===== config.mk =====
export PLATFORM = sky130hd
export DESIGN_NAME = freq_meter
export DESIGN_NICKNAME = d
export VERILOG_FILES = /design/src/rtl/freq_meter_pkg.sv /design/src/rtl/freq_meter_sync_edge_det.sv /design/src/rtl/freq_meter.sv
export SDC_FILE = /design/constraint.sdc
export NUM_CORES = 1
export LEC_CHECK = 0
export ABC_AREA = 1
export CORE_MARGIN = 2
export CORE_UTILIZATION = 40
export DETAILED_ROUTE_END_ITERATION = 7
export GPL_TIMING_DRIVEN = 0
export SYNTH_ARGS = -nofsm -noshare
export SYNTH_HDL_FRONTEND = slang
export SYNTH_SLANG_ARGS = --single-unit

===== constraint.sdc =====
create_clock -name clk -period 5.35 [get_ports clk]
set_clock_uncertainty 0.1 [all_clocks]
set_input_delay 1.07 -clock clk [delete_from_list [all_inputs] [get_ports clk]]
set_output_delay 1.07 -clock clk [all_outputs]
set_load 0.05 [all_outputs]

===== src/rtl/freq_meter_pkg.sv =====
// Shared types and helpers for the frequency-meter block and its neighbours.
// Provides the default counter width, the frequency word type and a ceil(log2) sizing helper.
package freq_meter_pkg;

  localparam int DEF_CNT_W = 24;

  typedef logic [DEF_CNT_W-1:0] freq_word_t;

  localparam freq_word_t CNT_MAX = '1;

  // ceil(log2(v)), never below 1 so that a counter always has at least one bit
  function automatic int clog2(input longint unsigned v);
    longint unsigned x;
    int r;
    r = 0;
    x = (v > 0) ? v - 1 : 0;
    while (x > 0) begin
      r = r + 1;
      x = x >> 1;
    end
    return (r < 1) ? 1 : r;
  endfunction

endpackage


===== src/rtl/freq_meter_sync_edge_det.sv =====
// Multi-flop synchroniser for an asynchronous input, followed by a history flop.
// rise is high for one cycle when the synchronised level goes from 0 to 1.
module sync_edge_det #(
  parameter int STAGES = 2
) (
  input  logic clk,
  input  logic rst_n,
  input  logic din,
  output logic rise
);

  logic [STAGES-1:0] sync;
  logic              hist;

  always_ff @(posedge clk or negedge rst_n) begin
    if (!rst_n) begin
      sync <= '0;
      hist <= 1'b0;
    end else begin
      sync <= {sync[STAGES-2:0], din};
      hist <= sync[STAGES-1];
    end
  end

  assign rise = sync[STAGES-1] & ~hist;

endmodule


===== src/rtl/freq_meter.sv =====
// Gated edge counter: counts synchronised rising edges of sig_in over GATE_CYCLES
// clocks and publishes the count as a held word with a one-cycle valid strobe.
module freq_meter
  import freq_meter_pkg::*;
#(
  parameter int unsigned CLK_HZ      = 50_000_000,
  parameter int unsigned GATE_CYCLES = 50_000_000,
  parameter int          CNT_W       = DEF_CNT_W,
  parameter int          SYNC_STAGES = 2
) (
  input  logic             clk,
  input  logic             rst_n,
  input  logic             en,
  input  logic             sig_in,
  output logic [CNT_W-1:0] freq_out,
  output logic             freq_valid,
  output logic             sat
);

  localparam int GATE_W = clog2(64'(GATE_CYCLES));
  localparam logic [GATE_W-1:0] GATE_LAST = GATE_W'(GATE_CYCLES - 1);

  if (SYNC_STAGES < 2 || GATE_CYCLES < 2 || CLK_HZ == 0) begin : g_bad_param
    $error("freq_meter: illegal parameter value");
  end

  logic              rise;
  logic [GATE_W-1:0] gate_cnt;
  logic [CNT_W-1:0]  edge_cnt;
  logic              sat_flag;
  logic              gate_end;
  logic [CNT_W-1:0]  cnt_next;
  logic              sat_next;

  sync_edge_det #(
    .STAGES(SYNC_STAGES)
  ) u_sync (
    .clk  (clk),
    .rst_n(rst_n),
    .din  (sig_in),
    .rise (rise)
  );

  assign gate_end = (gate_cnt == GATE_LAST);

  // The count including this cycle's detect; it sticks at all-ones instead of wrapping.
  always_comb begin
    cnt_next = edge_cnt;
    if (rise && !(&edge_cnt)) begin
      cnt_next = edge_cnt + 1'b1;
    end
    sat_next = sat_flag | (&cnt_next);
  end

  // en has priority over gate_end, so a window interrupted by en low never publishes.
  always_ff @(posedge clk or negedge rst_n) begin
    if (!rst_n) begin
      gate_cnt   <= '0;
      edge_cnt   <= '0;
      sat_flag   <= 1'b0;
      freq_out   <= '0;
      freq_valid <= 1'b0;
      sat        <= 1'b0;
    end else if (!en) begin
      gate_cnt   <= '0;
      edge_cnt   <= '0;
      sat_flag   <= 1'b0;
      freq_valid <= 1'b0;
    end else begin
      freq_valid <= gate_end;
      if (gate_end) begin
        gate_cnt <= '0;
        freq_out <= cnt_next;
        sat      <= sat_next;
        edge_cnt <= '0;
        sat_flag <= 1'b0;
      end else begin
        gate_cnt <= gate_cnt + 1'b1;
        edge_cnt <= cnt_next;
        sat_flag <= sat_next;
      end
    end
  end

endmodule


# Yosys cells after proc, flatten, opt, wreduce, memory -nomap -nowiden
# Index checks and enable logic that the tools add are counted.
# classes
n_addsub,2
n_eq_ne,1
n_bitwise,3
n_mux,8
reduce_logical,5
# op_table
operator,count
24-bit two-way mux,3
26-bit two-way mux,2
24-bit AND reduction,2
26-bit by 1-bit adder with 26-bit output (second input constant),1
26-bit == test (second input constant),1
24-bit by 1-bit adder with 24-bit output (second input constant),1
1-bit two-way mux,3
2-bit AND reduction,1
1-bit bitwise AND,1
1-bit logical AND,1
1-bit zero test,1
1-bit NOT,1
1-bit bitwise OR,1
# totals
output_inout_bits,26
elab_cells,27
reg_bits,80
input_bits,4

# Longest topological paths before layout
# depth
depth_word,8
mapped_depth,19
ltp_nobuf,18

# By module
# A second synthesis with hierarchy kept.
# hier_totals
hier_cells,570
hier_area_um2,4287.9
# by_module_without_submodules
module,area_per_inst_um2,instances,cells_per_inst,seq_area_each_um2
freq_meter,4202.8,1,565,1926.8
sync_edge_det,85.1,1,5,75.1

# Worst setup path before layout
# No wires, ideal clock.
# synth_path
kind,input port to flip-flop
startpoint,input port en
endpoint,register freq_out[14]
cell_stages,7
arrival_ns,1.825
setup_ns,0.131
required_ns,5.119
n_path_buf,2
slack_ns,3.295
path_cell_list,inv_1 -> nor2_2 -> inv_1 -> buf_2 -> buf_2 -> nand2_1 -> o21ai_0
# synth_between
elab_chain_cells,1
# synth_lines
element,line,text
start: declaration,freq_meter.sv:13,"input logic en,"
2-bit AND reduction (no source line),--,
end signal: assignment,freq_meter.sv:73,freq_out <= cnt_next;
end: declaration,freq_meter.sv:15,"output logic [CNT_W-1:0] freq_out,"
# No other way between the ends.
# A chain may end at the register's enable or synchronous reset.

# Worst setup path in the final report
# layout_path
startpoint,register freq_out[16]
endpoint,output port freq_out[16]
# No word-level cell between the ends.

==> qor.yml <==
sta:
  finalHoldViolCount: 0
  tightest_slew_ps: 533
  rsz0062_at_grt: "no"
  worst_slack_ps: 2580
  period_minus_slack_ps: 2770
  slew_viol_final: 0
  setup_viol: 0
  slew_headroom: 0.644
  fin_crit_sh: 0.518
  fin_tns_setup_ps: 0
  fmax_mhz: 361
floorplan:
  rows: 37
  die_width_um: 107
  dieArea_sq_mm: 0.0114
  initial_core_util: 0.411
  core_sq_mm: 0.0103
  ios: 30
  fp.dieH_um: 107
cts:
  cts_tree: "yes"
  cts_sinks: 80
  clk-insertion-delay-late_ps: 380
  post_cts_buffers: 0
  clkTransAtPathRegs_ps: 90
  ctsHoldBuffers: 0
  cts_buffers: 9
  htreeDepth: 3
  cts_buffer_depth: 2
  cts_resized: 0
  root_buffer: "clkbuf_8"
setup_path:
  path_delay_family: "buffers and inverters"
  crit_cells: 1
  path_class: "flip-flop to output pin"
  worstPathArrival_ps: 1600
  worstSetupStartpointType: "flip-flop"
  path_cells: "clkdlybuf4s50_1"
  critPathMaxFanout: 2
  worst_r2r_path_depth: 12
  crit_path_max_incr_delay_ps: 830
  crit_buf_inv: 1
  crit_slowest_cell: "clkdlybuf4s50_1"
  required_ps: 4180
  end_kind: "output pin"
synthesis:
  synth_area_leaders: "dfrtp_1, nand2_1, nor2_1"
  synth_ff_type: "dfrtp_1"
  yosys_warnings: 0
  synth_cells: 564
  yosysUniqueCellTypes: 32
  synth.top_cell.area_share: 0.472
  syn_area_per_cell_sq_um: 7.52
  seq_area_frac_synth: 0.472
  synthTopCellsByCount: "nand2_1, dfrtp_1, nor2_1, inv_1, o21ai_0"
  synth_largest_area_cell: "dfrtp_1"
  netlist_area_sq_mm: 0.00424
  synth_edf_count: 0
  synth_nets: 570
  synthArstFlopShare: 1.00
  ys_ff_latch: 80
  synth.most_common_cell: "nand2_1"
routing:
  drt-initial-drc-count: 132
  num_vias: 3653
  wl_per_cell_um: 13.0
  ant_nets: 0
  vias_per_cell: 4.90
  wl_um: 9690
  first_pass_iters: 4
  drc: 0
global_routing:
  grt_pass1_wl_um: 17300
  busiest_layer: "met2"
  grt_pass1_vias: 3726
  grt_util_met1: 0.228
  grt_max_degree: 72
  antenna_found_initial: 0
  grt_use_met2: 0.335
  grtUsageTotal: 0.193
  overflow: 0
  met3_usage: 0.0584
run:
  maxCapViolations: 0
cells_and_area:
  final_core_utilization: 0.475
  fin_nets: 611
  diodes: 0
  syn_to_final_growth_pct: 15.7
  drive_gt1_frac: 0.0984
worst_hold_path:
  whs_path_depth: 0
  hold_class: "flip-flop to flip-flop"
power_and_ir_drop:
  leakagePower_uw: 0.00215
  power_density_mw_per_mm2: 231
  ir_worst_vdd_uv: 159
placement:
  dp_slack_ps: 2490
  port_buffers: 29
  dp_hpwl_um: 7220
  gp_congestion: 0.917
run_status:
  status: "finished clean"
-- flip-flops by register name (all words and copies together) (netlist names) --
register and flops:
gate_cnt 26, sat_flag 1, u_sync.sync 2, freq_valid 1, u_sync.hist 1, sat 1, edge_cnt 24, freq_out 24
-- per-stage QoR --
stage | instances | area, sq um | power [uW] | hold WS, ps
after detailed placement | 730 | 4730 | 736 | 243
after floorplan | 564 | 4240 | 692 | 231
after global placement | 729 | 4700 | 732 | 236
final | 746 | 4910 | 1140 | 258
after CTS | 746 | 4910 | 1150 | 263
after global routing | 746 | 4910 | 1190 | 269
-- logic make-up (layout without fill, tap and decap cells) --
logic type | count (synthesis) | after routing | synth area share
simple gates | 339 | 339 | 0.364
buf+inv | 85 | 131 | 0.0832
flops | 80 | 80 | 0.472
compound gates | 55 | 55 | 0.0684
xor+xnor | 3 | 3 | 0.00619
fa+ha+maj | 2 | 2 | 0.00590
-- per-layer routing --
layer	vias up	routed length [um]
met4	0	223
met5	-	0
met2	50	4840
li1	1874	-
met3	19	341
met1	1710	4290
-- cells in the final DEF, fill, tap and decap left out, drive strengths merged, types with 4 or more instances in the layout --
master	instances
inv	74
a21oi	17
o21ai	31
buf	9
nor2	91
nand3	31
clkbuf	13
clkinv	5
nor4	4
clkdlybuf4s50	28
nand4	14
nor3	16
nand3b	7
nand2	174
dfrtp	80
-- where the power goes --
part	internal [uW]	total, uW	switching, uW
logic	28.4	94.9	66.5
registers	617	626	8.83
clock network	173	415	242
-- worst paths after layout --
check / startpoint / end / slack [ps]
min: u_sync.sync[0]$_DFF_PN0_ / u_sync.sync[1]$_DFF_PN0_ / 260
max in group asynchronous: rst_n / edge_cnt[11]$_DFF_PN0_ / 4160
min reg2reg: u_sync.sync[0]$_DFF_PN0_ / u_sync.sync[1]$_DFF_PN0_ / 260
max: freq_out[16]$_DFFE_PN0P_ / freq_out[16] / 2580
max reg2reg: gate_cnt[0]$_DFF_PN0_ / freq_out[13]$_DFFE_PN0P_ / 2840
min in group asynchronous: rst_n / freq_out[19]$_DFFE_PN0P_ / 410
-- cell type report --
| type | count | area [sq um] |
|---|---|---|
| Multi-Input combinational cell | 399 | 1890 |
| Clock buffer | 9 | 124 |
| Tap cell | 136 | 170 |
| Sequential cell | 80 | 2000 |
| Clock inverter | 7 | 55.1 |
| Fill cell | 1045 | 5420 |
| Inverter | 74 | 278 |
| Buffer | 11 | 75.1 |
| Timing Repair Buffer | 30 | 315 |
No activity file was read; power rests on OpenSTA's default activity.
